### src/rtl/vx_perf_cache_reader_pkg.sv
// Shared definitions for the cache perf-counter readout path: counter indices,
// readout FSM states and request-count normalisation.
package vx_perf_cache_reader_pkg;

  localparam int PERF_CTR_BITS = 44;
  localparam int NUM_PERF_CTRS = 8;

  localparam int PERF_IDX_READS        = 0;
  localparam int PERF_IDX_WRITES       = 1;
  localparam int PERF_IDX_READ_MISSES  = 2;
  localparam int PERF_IDX_WRITE_MISSES = 3;
  localparam int PERF_IDX_BANK_STALLS  = 4;
  localparam int PERF_IDX_MSHR_STALLS  = 5;
  localparam int PERF_IDX_MEM_STALLS   = 6;
  localparam int PERF_IDX_CRSP_STALLS  = 7;

  typedef enum logic [1:0] {
    ST_IDLE = 2'd0,
    ST_SNAP = 2'd1,
    ST_SEND = 2'd2
  } perf_rd_state_e;

  // Beats per readout: 0 means 1, anything past 8 is clamped so no index repeats.
  function automatic logic [3:0] perf_beats(input logic [3:0] count);
    if (count == 4'd0) return 4'd1;
    if (count > 4'd8)  return 4'd8;
    return count;
  endfunction

endpackage

### src/rtl/vx_perf_cache_reader_if.sv
// Live free-running cache perf counters, driven by the cache (master) and
// sampled by readers (slave).
interface vx_perf_cache_reader_if #(
  parameter int CTR_W    = vx_perf_cache_reader_pkg::PERF_CTR_BITS,
  parameter int NUM_CTRS = vx_perf_cache_reader_pkg::NUM_PERF_CTRS
);
  logic [NUM_CTRS-1:0][CTR_W-1:0] ctr;

  modport master (output ctr);
  modport slave  (input  ctr);
endinterface

### src/rtl/vx_perf_cache_reader_snap_bank.sv
// Snapshot/baseline register pair for all counters; capture and rebase act on
// one edge, the indexed delta read is combinational (zero latency, no backpressure).
module vx_perf_cache_reader_snap_bank #(
  parameter int CTR_W    = vx_perf_cache_reader_pkg::PERF_CTR_BITS,
  parameter int NUM_CTRS = vx_perf_cache_reader_pkg::NUM_PERF_CTRS
) (
  input  logic                           clk,
  input  logic                           reset,
  input  logic                           capture,
  input  logic                           rebase,
  input  logic [NUM_CTRS-1:0][CTR_W-1:0] live,
  input  logic [2:0]                     rd_idx,
  output logic [CTR_W-1:0]               rd_delta
);

  logic [NUM_CTRS-1:0][CTR_W-1:0] snap_q;
  logic [NUM_CTRS-1:0][CTR_W-1:0] base_q;

  always_ff @(posedge clk) begin
    if (!reset) begin
      snap_q <= '0;
      base_q <= '0;
    end else begin
      if (capture) snap_q <= live;
      if (rebase)  base_q <= snap_q;
    end
  end

  // Modular subtraction gives the right delta across counter wrap-around.
  assign rd_delta = snap_q[rd_idx] - base_q[rd_idx];

endmodule

### src/rtl/vx_perf_cache_reader.sv
// Reads a window of cache perf counters as baseline-relative deltas; first beat 2
// cycles after request accept; response outputs hold while rsp_ready is low.
module vx_perf_cache_reader
  import vx_perf_cache_reader_pkg::*;
#(
  parameter int CTR_W    = PERF_CTR_BITS,
  parameter int NUM_CTRS = NUM_PERF_CTRS
) (
  input  logic                   clk,
  input  logic                   reset,
  vx_perf_cache_reader_if.slave  perf_cache_if,
  input  logic                   req_valid,
  output logic                   req_ready,
  input  logic [2:0]             req_start,
  input  logic [3:0]             req_count,
  input  logic                   req_clear,
  output logic                   rsp_valid,
  input  logic                   rsp_ready,
  output logic [CTR_W-1:0]       rsp_data,
  output logic [2:0]             rsp_idx,
  output logic                   rsp_last
);

  perf_rd_state_e state_q;
  logic [3:0]     beat_q;
  logic [3:0]     count_q;
  logic           clear_q;
  logic           capture;
  logic           rebase;

  assign req_ready = (state_q == ST_IDLE);
  assign capture   = (state_q == ST_SNAP);
  assign rebase    = (state_q == ST_SEND) && rsp_valid && rsp_ready && rsp_last && clear_q;

  vx_perf_cache_reader_snap_bank #(
    .CTR_W    (CTR_W),
    .NUM_CTRS (NUM_CTRS)
  ) u_snap_bank (
    .clk      (clk),
    .reset    (reset),
    .capture  (capture),
    .rebase   (rebase),
    .live     (perf_cache_if.ctr),
    .rd_idx   (rsp_idx),
    .rd_delta (rsp_data)
  );

  always_ff @(posedge clk) begin
    if (!reset) begin
      state_q   <= ST_IDLE;
      beat_q    <= '0;
      count_q   <= '0;
      clear_q   <= 1'b0;
      rsp_valid <= 1'b0;
      rsp_last  <= 1'b0;
      rsp_idx   <= '0;
    end else begin
      case (state_q)
        ST_IDLE: begin
          if (req_valid) begin
            count_q <= perf_beats(req_count);
            clear_q <= req_clear;
            rsp_idx <= req_start;
            state_q <= ST_SNAP;
          end
        end
        ST_SNAP: begin
          state_q   <= ST_SEND;
          rsp_valid <= 1'b1;
          beat_q    <= '0;
          rsp_last  <= (count_q == 4'd1);
        end
        ST_SEND: begin
          if (rsp_ready) begin
            if (rsp_last) begin
              state_q   <= ST_IDLE;
              rsp_valid <= 1'b0;
              rsp_last  <= 1'b0;
            end else begin
              // 3-bit index wraps 7->0 on its own.
              beat_q   <= beat_q + 4'd1;
              rsp_idx  <= rsp_idx + 3'd1;
              rsp_last <= ((beat_q + 4'd2) == count_q);
            end
          end
        end
        default: state_q <= ST_IDLE;
      endcase
    end
  end

endmodule

### src/flat_wrapper.sv
// flat-port wrapper written by rule: the top's interface ports become plain ports
module vx_perf_cache_reader_flat import vx_perf_cache_reader_pkg::*;
#(
  parameter int CTR_W    = PERF_CTR_BITS,
  parameter int NUM_CTRS = NUM_PERF_CTRS
)
  (clk, reset, req_valid, req_ready, req_start, req_count, req_clear, rsp_valid, rsp_ready, rsp_data, rsp_idx, rsp_last, perf_cache_if_ctr);
  vx_perf_cache_reader_if #(.CTR_W(CTR_W), .NUM_CTRS(NUM_CTRS)) perf_cache_if_i ();
  input  logic clk;
  input  logic reset;
  input  logic req_valid;
  output logic req_ready;
  input  logic [2:0] req_start;
  input  logic [3:0] req_count;
  input  logic req_clear;
  output logic rsp_valid;
  input  logic rsp_ready;
  output logic [CTR_W-1:0] rsp_data;
  output logic [2:0] rsp_idx;
  output logic rsp_last;
  input wire logic [$bits(perf_cache_if_i.ctr)-1:0] perf_cache_if_ctr;
  assign perf_cache_if_i.ctr = perf_cache_if_ctr;
  vx_perf_cache_reader #(.CTR_W(CTR_W), .NUM_CTRS(NUM_CTRS)) u_core (.clk(clk), .reset(reset), .perf_cache_if(perf_cache_if_i), .req_valid(req_valid), .req_ready(req_ready), .req_start(req_start), .req_count(req_count), .req_clear(req_clear), .rsp_valid(rsp_valid), .rsp_ready(rsp_ready), .rsp_data(rsp_data), .rsp_idx(rsp_idx), .rsp_last(rsp_last));
endmodule
### config.mk
export PLATFORM = sky130hd
export DESIGN_NAME = vx_perf_cache_reader_flat
export DESIGN_NICKNAME = d
export VERILOG_FILES = /design/src/rtl/vx_perf_cache_reader_pkg.sv /design/src/rtl/vx_perf_cache_reader_if.sv /design/src/rtl/vx_perf_cache_reader_snap_bank.sv /design/src/rtl/vx_perf_cache_reader.sv /design/src/flat_wrapper.sv
export SDC_FILE = /design/constraint.sdc
export NUM_CORES = 2
export LEC_CHECK = 0
export ABC_AREA = 1
export CORE_ASPECT_RATIO = 1.25
export CORE_UTILIZATION = 45
export DETAILED_ROUTE_END_ITERATION = 8
export PLACE_DENSITY = 0.67
export SLEW_MARGIN = 10
export SYNTH_ARGS = -nofsm -noshare
export SYNTH_HDL_FRONTEND = slang
export SYNTH_SLANG_ARGS = --single-unit
### constraint.sdc
create_clock -name clk -period 4.1 [get_ports clk]
set_clock_uncertainty 0.05 [all_clocks]
set_input_delay 1.025 -clock clk [delete_from_list [all_inputs] [get_ports clk]]
set_output_delay 1.025 -clock clk [all_outputs]
set_load 0.05 [all_outputs]
# Word level (Yosys, flattened, before mapping)
# Cells that the tools add are included.
# op_classes
muxes	34
n_addsub	4
n_lt_le_gt_ge	2
eq_ne	8
n_reduce_logical	14
# ops
cell	count
binary-select mux 44 bit (select 3 bit)	2
two-way mux 44 bit	2
subtractor 44 bit	1
two-way mux 4 bit	6
two-way mux 1 bit	13
two-way mux 3 bit	3
AND reduction 3 bit	3
one-hot mux 4 bit (2 select lines)	1
two-way mux 2 bit	3
!= test 2 bit (second input constant)	3
one-hot mux 2 bit (3 select lines)	1
one-hot mux 3 bit (2 select lines)	1
adder 4 x 1 -> 4 bit (second input constant)	1
adder 4 x 2 -> 4 bit (second input constant)	1
== test 4 x 1 -> 1 bit (second input constant)	1
== test 4 bit	1
greater-than comparator 4 bit (second input constant)	1
logical AND 1 bit	4
zero test 4 bit	1
less-than comparator 3 x 4 -> 1 bit (second input constant)	1
one-hot mux 1 bit (2 select lines)	2
AND reduction 2 bit	2
AND reduction 4 bit	1
nonzero test 2 bit	2
other kinds (5)	5
# totals
ff_bits	720
output_inout_bits	50

# Longest topological paths before layout
# logic_depth
depth_word	11
mapped_depth	22
depth_no_buf	19

# Hierarchy
# Synthesis repeated with hierarchy kept, for this count alone.
# unflattened
cells_unflattened	5125
hier_area_um2	34015.1
# by_module_without_submodules
mod	area_each_um2	cells_each	instances	seq_area_each_um2
vx_perf_cache_reader_snap_bank	33096.7	4983	1	14093.5
vx_perf_cache_reader	918.4	142	1	320.3

# Worst setup path after synthesis
# Ideal clock, no wire load.
# synth_path
path_type	flip-flop to output port
from	register u_core.rsp_idx[0]
to	output port rsp_data[20]
n_path_buf	4
setup_slack_ns	-0.811
path_stages_with_launch	18
t_arrival_ns	3.836
cell_sequence	dfxtp_1 buf_4 buf_6 buf_2 buf_2 nor2_1 o221ai_1 o21ai_0 ha_1 fa_1 inv_1 nand2_1 nand2_1 nand2_1 nor2_1 nor2_1 o21ai_0 xor2_1
# synth_between
elab_chain_cells	3
word_cells_on_any_way	5
cone_classes	add/sub (1); mux (4)
# synth_rtl
element	line_no	text
start, declared	vx_perf_cache_reader.sv:20	output logic [2:0] rsp_idx,
start signal, assigned	vx_perf_cache_reader.sv:63	rsp_idx <= req_start;
start signal, assigned	vx_perf_cache_reader.sv:82	rsp_idx <= rsp_idx + 3'd1;
binary-select mux 44 bit (select 3 bit)	vx_perf_cache_reader_snap_bank.sv:30	assign rd_delta = snap_q[rd_idx] - base_q[rd_idx];
two-way mux 44 bit (not written as such)	vx_perf_cache_reader_snap_bank.sv:30	
subtractor 44 bit (*)	vx_perf_cache_reader_snap_bank.sv:30	
end, declared	flat_wrapper.sv:18	output logic [CTR_W-1:0] rsp_data;
# Every way passes the cells marked *; elsewhere a longest branch is shown, timed or not. The select of a mux whose other input is x is not followed.

# Final worst setup path
# layout_path
from	register u_core.rsp_idx[1]
to	output port rsp_data[24]
# The elaborated chain is that of the path after synthesis.

==> results.txt <==
- For hold timing, the worst endpoint is u_core.u_snap_bank.base_q[351].
- Clock transition at path regs: 0.06 ns
- At the placement stage, the worst setup path has a slack of -0.408 ns.
- Hold Vio Cnt, Final: 0
* Hold WC Path Type: reg2reg
* Total track usage: 0.323
- Area growth, synth to finish: 34.5%
- The max-slew violation count was 0.
- The longest clock path from root to sink contains 3 buffers.
* CTS tree: done
* Comb power frac: 0.453
- The initial utilization of the core area, before any placement, comes to 0.454.
- At the end of the flow, the number of nets in the layout was 6016.
- Status: complete, but fails checks
- Placeable core region: 0.0746 mm2
- Leak pwr: 19.0 nW
* Clock root buffer master: sky130_fd_sc_hd__clkbuf_16
- Highest cell delay on the worst timing path: 0.43 ns
- The initial antenna violation count is 3.
- Of the total power, the share spent switching nets is 0.376.
- CTS Hold Buffers Added: 0
- I/O Pins: 414
- Type of element capturing the critical path: output port
* Min Clock Period, post-route: 4.92 ns
- Once detailed placement completed, the half-perimeter wirelength came to 86.8 mm.
- Mean Syn Cell Area: 6.63 um2
- Capture point of the worst reg-to-reg path: u_core.u_snap_bank.base_q[254]
- Count of standard-cell rows: 112
* Most frequent cell on the critical path: sky130_fd_sc_hd__nand2_1
* Critical path arrival: 3.85 ns
- Maximum VDD drop: 688 uV
- For the worst setup path, the data required time is 3.02 ns.
- Final worst-path cycle share: 1.20
* Number of buffers created by CTS: 73
* Startpoint of the worst-slack reg-to-reg timing path: u_core.state_q[1]
- Maximum fanout along the worst path: 6
* Switching power: 0.00996 W
* Worst Max-Slew Pin Slew: 1.14 ns
- Final weighted congestion in routability-driven placement: 1.01
- For this run, design rule violations remaining after detail routing come to 27.
- Least setup slack across all paths after layout: -0.823 ns
- CP top delay family: buffers and inverters
* Wire length per cell after detailed routing: 19.0 um
* Flip-flop and latch count after synthesis: 720
- Synthesis handed over a netlist of 5099 instances.
- H-tree depth: 3
- From bottom edge to top edge, the die measures 308 um.
- Clock network fraction of total power: 0.261
* Rel. slew slack: 0.238
* Initial DRC count: 3598
* Internal power contribution: 0.0165 W
- Count of nets left with antenna violations after detail routing: 0
- Setup violation total in the final timing report: 42
* Standard cell with the maximum stage delay on the critical path: sky130_fd_sc_hd__dfxtp_4
- Vias: 36100
- Total grt overflow: 0
- For this run, the detailed router's first-pass iteration total came to 8.
- For the worst-skew pair, the clock arrives at the later sink with an insertion delay of 0.64 ns.
* Overall power consumption: 0.0265 W
- The share of total power dissipated in sequential elements is 0.286.
* Wirelength, routed: 126 mm
- Critical path startpoint category: flop
- Violations in the final reports: design-rule violations, negative setup slack
* Warning count from the yosys run: 0
- After synthesis the cells add up to 0.0338 mm2.
- Fill cells in the final layout number 6993.
- Maximum number of pins on one net before global-route repair: 238
- Measured along the x axis, the die boundary spans 247 um.
- Max Clock Freq: 203 MHz
* Number of global-route vias before repair: 33200
- Distinct cells, synth: 33
- Setup slack on the worst reg-to-reg path comes out at 1.84 ns.
- The tool flagged a number of max-cap violations equal to 0.
- Using the TritonRoute via totals, the vias-per-cell ratio works out to 5.45.
* Critical path buffer and inverter count: 8
- The critical path goes through buf_12, buf_8, buf_6, o21ai_1, o22ai_2, nor2_1, a31oi_1, ha_1, nand2_1, buf_4, inv_1, nand2_1, nand2_1, inv_1, nand2_2, nand2_1, nand3_2, buf_4, xor2_4, buf_12.
- Wire length of the first global-routing pass: 192 mm
- In this run the tool buffered the top-level ports with 413 buffer cells.
- Sequential share of the synthesized area: 0.426
- Share of layout cells above drive strength 1: 0.139
- In this run the power density over the cells is 582 mW/mm2.
* Worst Path Class, Setup: reg2out
* Startpoint of the tightest hold check path: u_core.u_snap_bank.base_q[351]
- The floorplan step defined a die boundary enclosing 0.0763 mm2.
- Setup repair after global routing missed its margin: true
- Reg2Reg Depth: 6
* Number of nets produced by synthesis: 5510
- The clock net in this run drives a total of 720 sinks.
- Cell count of the worst hold path: 2
==> cells by family after synthesis <==
family | after synthesis | share of synthesized area
AO/OA/AOI/OAI | 1346 | 0.210
adder cells (fa/ha/maj) | 47 | 0.0176
flip-flops | 720 | 0.426
XOR/XNOR | 30 | 0.00777
buffers and inverters | 559 | 0.0697
AND/OR/NAND/NOR | 2397 | 0.269
==> stage by stage <==
step / setup TNS, ns / instance area, um2 / util / hold slack [ns] / instances
2_1_floorplan: -0.380 / 34000 / - / 0.379 / 5099
3_3_place_gp: -6.19 / 41300 / 0.554 / 0.390 / 6455
3_5_place_dp: -6.73 / 41300 / 0.554 / 0.396 / 6455
4_1_cts: -25.51 / 45100 / 0.605 / 0.405 / 6615
5_1_grt: -32.16 / 45500 / 0.610 / 0.427 / 6628
6_report: -26.34 / 45500 / 0.610 / 0.407 / 6628
==> cell usage after synthesis <==
cell type                  number  area [um2]
sky130_fd_sc_hd__o21bai_1       4        30.0
sky130_fd_sc_hd__or2_2          1        6.26
sky130_fd_sc_hd__xnor2_1       10        87.6
sky130_fd_sc_hd__o21ai_0     1092        5470
sky130_fd_sc_hd__nand2_1      380        1430
sky130_fd_sc_hd__nor2_1      1951        7320
sky130_fd_sc_hd__xor2_1        20         175
sky130_fd_sc_hd__nand3_2        1        10.0
sky130_fd_sc_hd__buf_6          4        45.0
sky130_fd_sc_hd__buf_2         64         320
sky130_fd_sc_hd__a211oi_1       1        7.51
sky130_fd_sc_hd__inv_1        182         683
sky130_fd_sc_hd__buf_4         40         300
sky130_fd_sc_hd__clkinv_1       1        3.75
sky130_fd_sc_hd__nor2_4         1        11.3
sky130_fd_sc_hd__inv_2          5        18.8
sky130_fd_sc_hd__a31oi_1       48         300
sky130_fd_sc_hd__o22ai_1       88         551
sky130_fd_sc_hd__clkbuf_1     255         957
sky130_fd_sc_hd__nand4_1        6        37.5
sky130_fd_sc_hd__a311oi_1       1        8.76
sky130_fd_sc_hd__nand3_1       51         255
sky130_fd_sc_hd__o211ai_1       1        7.51
sky130_fd_sc_hd__a21o_1         1        7.51
sky130_fd_sc_hd__dfxtp_1      720       14400
sky130_fd_sc_hd__fa_1           1        20.0
sky130_fd_sc_hd__o221ai_1      42         368
sky130_fd_sc_hd__nor3_1         5        25.0
sky130_fd_sc_hd__and3_1         1        6.26
sky130_fd_sc_hd__ha_1          46         576
sky130_fd_sc_hd__a21oi_1       52         260
sky130_fd_sc_hd__o21ai_1       16        80.1
sky130_fd_sc_hd__buf_1          8        30.0
==> layer usage <==
| metal | vias to the layer above | track usage | share of wire |
|---|---|---|---|
| li1 | 17600 | - | - |
| met1 | 16700 | 0.467 | 0.45 |
| met2 | 1572 | 0.480 | 0.43 |
| met3 | 248 | 0.0418 | 0.087 |
| met4 | 0 | 0.134 | 0.039 |
| met5 | - | 0 | 0 |
==> repair_timing <==
item / CTS / global route
buffers inserted: 27 / 10
pin swaps: 54 / 20
setup endpoints to repair: 43 / 43
resized for setup: 250 / 72
endpoints found under the hold margin: 0 / 0
gates cloned: 8 / 1
==> state kept, by name, summed over array words and instances (netlist names) <==
signal                     cells
u_core.beat_q                  4
u_core.rsp_idx                 3
u_core.u_snap_bank.snap_q    352
u_core.u_snap_bank.base_q    352
u_core.rsp_last                1
u_core.clear_q                 1
u_core.rsp_valid               1
u_core.count_q                 4
u_core.state_q                 2
==> power by group through the flow <==
| stage | clock network [W] | logic, W | registers [W] |
|---|---|---|---|
| CTS | 0.00702 | 0.0117 | 0.00756 |
| floorplan | 0 | 0.00515 | 0.00758 |
| finish | 0.00691 | 0.0120 | 0.00757 |
| global placement | 0 | 0.0106 | 0.00771 |
| global route | 0.00729 | 0.0127 | 0.00759 |
| detailed placement | 0 | 0.0106 | 0.00770 |
==> layout by cell type, fill, tap and decap left out, drive strengths merged <==
| cell | instances |
|---|---|
| diode | 2 |
| nand3 | 52 |
| or2 | 1 |
| clkbuf | 108 |
| nand4 | 6 |
| a21oi | 52 |
| a311oi | 1 |
| o21bai | 4 |
| o221ai | 42 |
| o211ai | 1 |
| and3 | 1 |
| fa | 1 |
| xnor2 | 10 |
| bufbuf | 7 |
| bufinv | 5 |
| xor2 | 20 |
| nor2 | 1952 |
| clkdlybuf4s50 | 368 |
| nor3 | 5 |
| o22ai | 88 |
| a21o | 1 |
| a211oi | 1 |
| o21ai | 1108 |
| inv | 186 |
| ha | 46 |
| clkinvlp | 4 |
| buf | 426 |
| dfxtp | 720 |
| nand2 | 380 |
| clkinv | 13 |
| a31oi | 48 |
==> cell type report <==
| cell class | count | area (um2) | share of cell area |
|---|---|---|---|
| repair buffers | 802 | 8440 | 0.185 |
| inverters | 188 | 742 | 0.0163 |
| diodes | 2 | 5.00 | 0.000110 |
| multi-input cells | 3820 | 18200 | 0.401 |
| flip-flops and latches | 720 | 14400 | 0.317 |
| clock buffers | 107 | 2200 | 0.0483 |
| clock inverters | 20 | 254 | 0.00558 |
| well taps | 969 | 1210 | 0.0266 |
==> worst min-delay path, delay by kind of cell (launching register included) <==
| kind | cells | cell delay, ns |
|---|---|---|
| buffers and inverters | 1 | 0.06 |
| flip-flops | 1 | 0.30 |
| AO/OA/AOI/OAI | 1 | 0.05 |
==> worst max-delay path by stage <==
| stage | startpoint | depth (start not counted) | slack [ns] | to |
|---|---|---|---|---|
| 2_1_floorplan | u_core.rsp_idx[0] | 17 | -0.17 | rsp_data[20] |
| 3_3_place_gp | u_core.rsp_idx[0] | 19 | -0.38 | rsp_data[43] |
| 3_5_place_dp | u_core.rsp_idx[0] | 19 | -0.41 | rsp_data[43] |
| 4_1_cts | u_core.rsp_idx[0] | 19 | -0.76 | rsp_data[39] |
| 5_1_grt | u_core.rsp_idx[0] | 19 | -0.94 | rsp_data[36] |
| 6_report | u_core.rsp_idx[1] | 20 | -0.82 | rsp_data[24] |
Power figures use the tool's default switching activity.
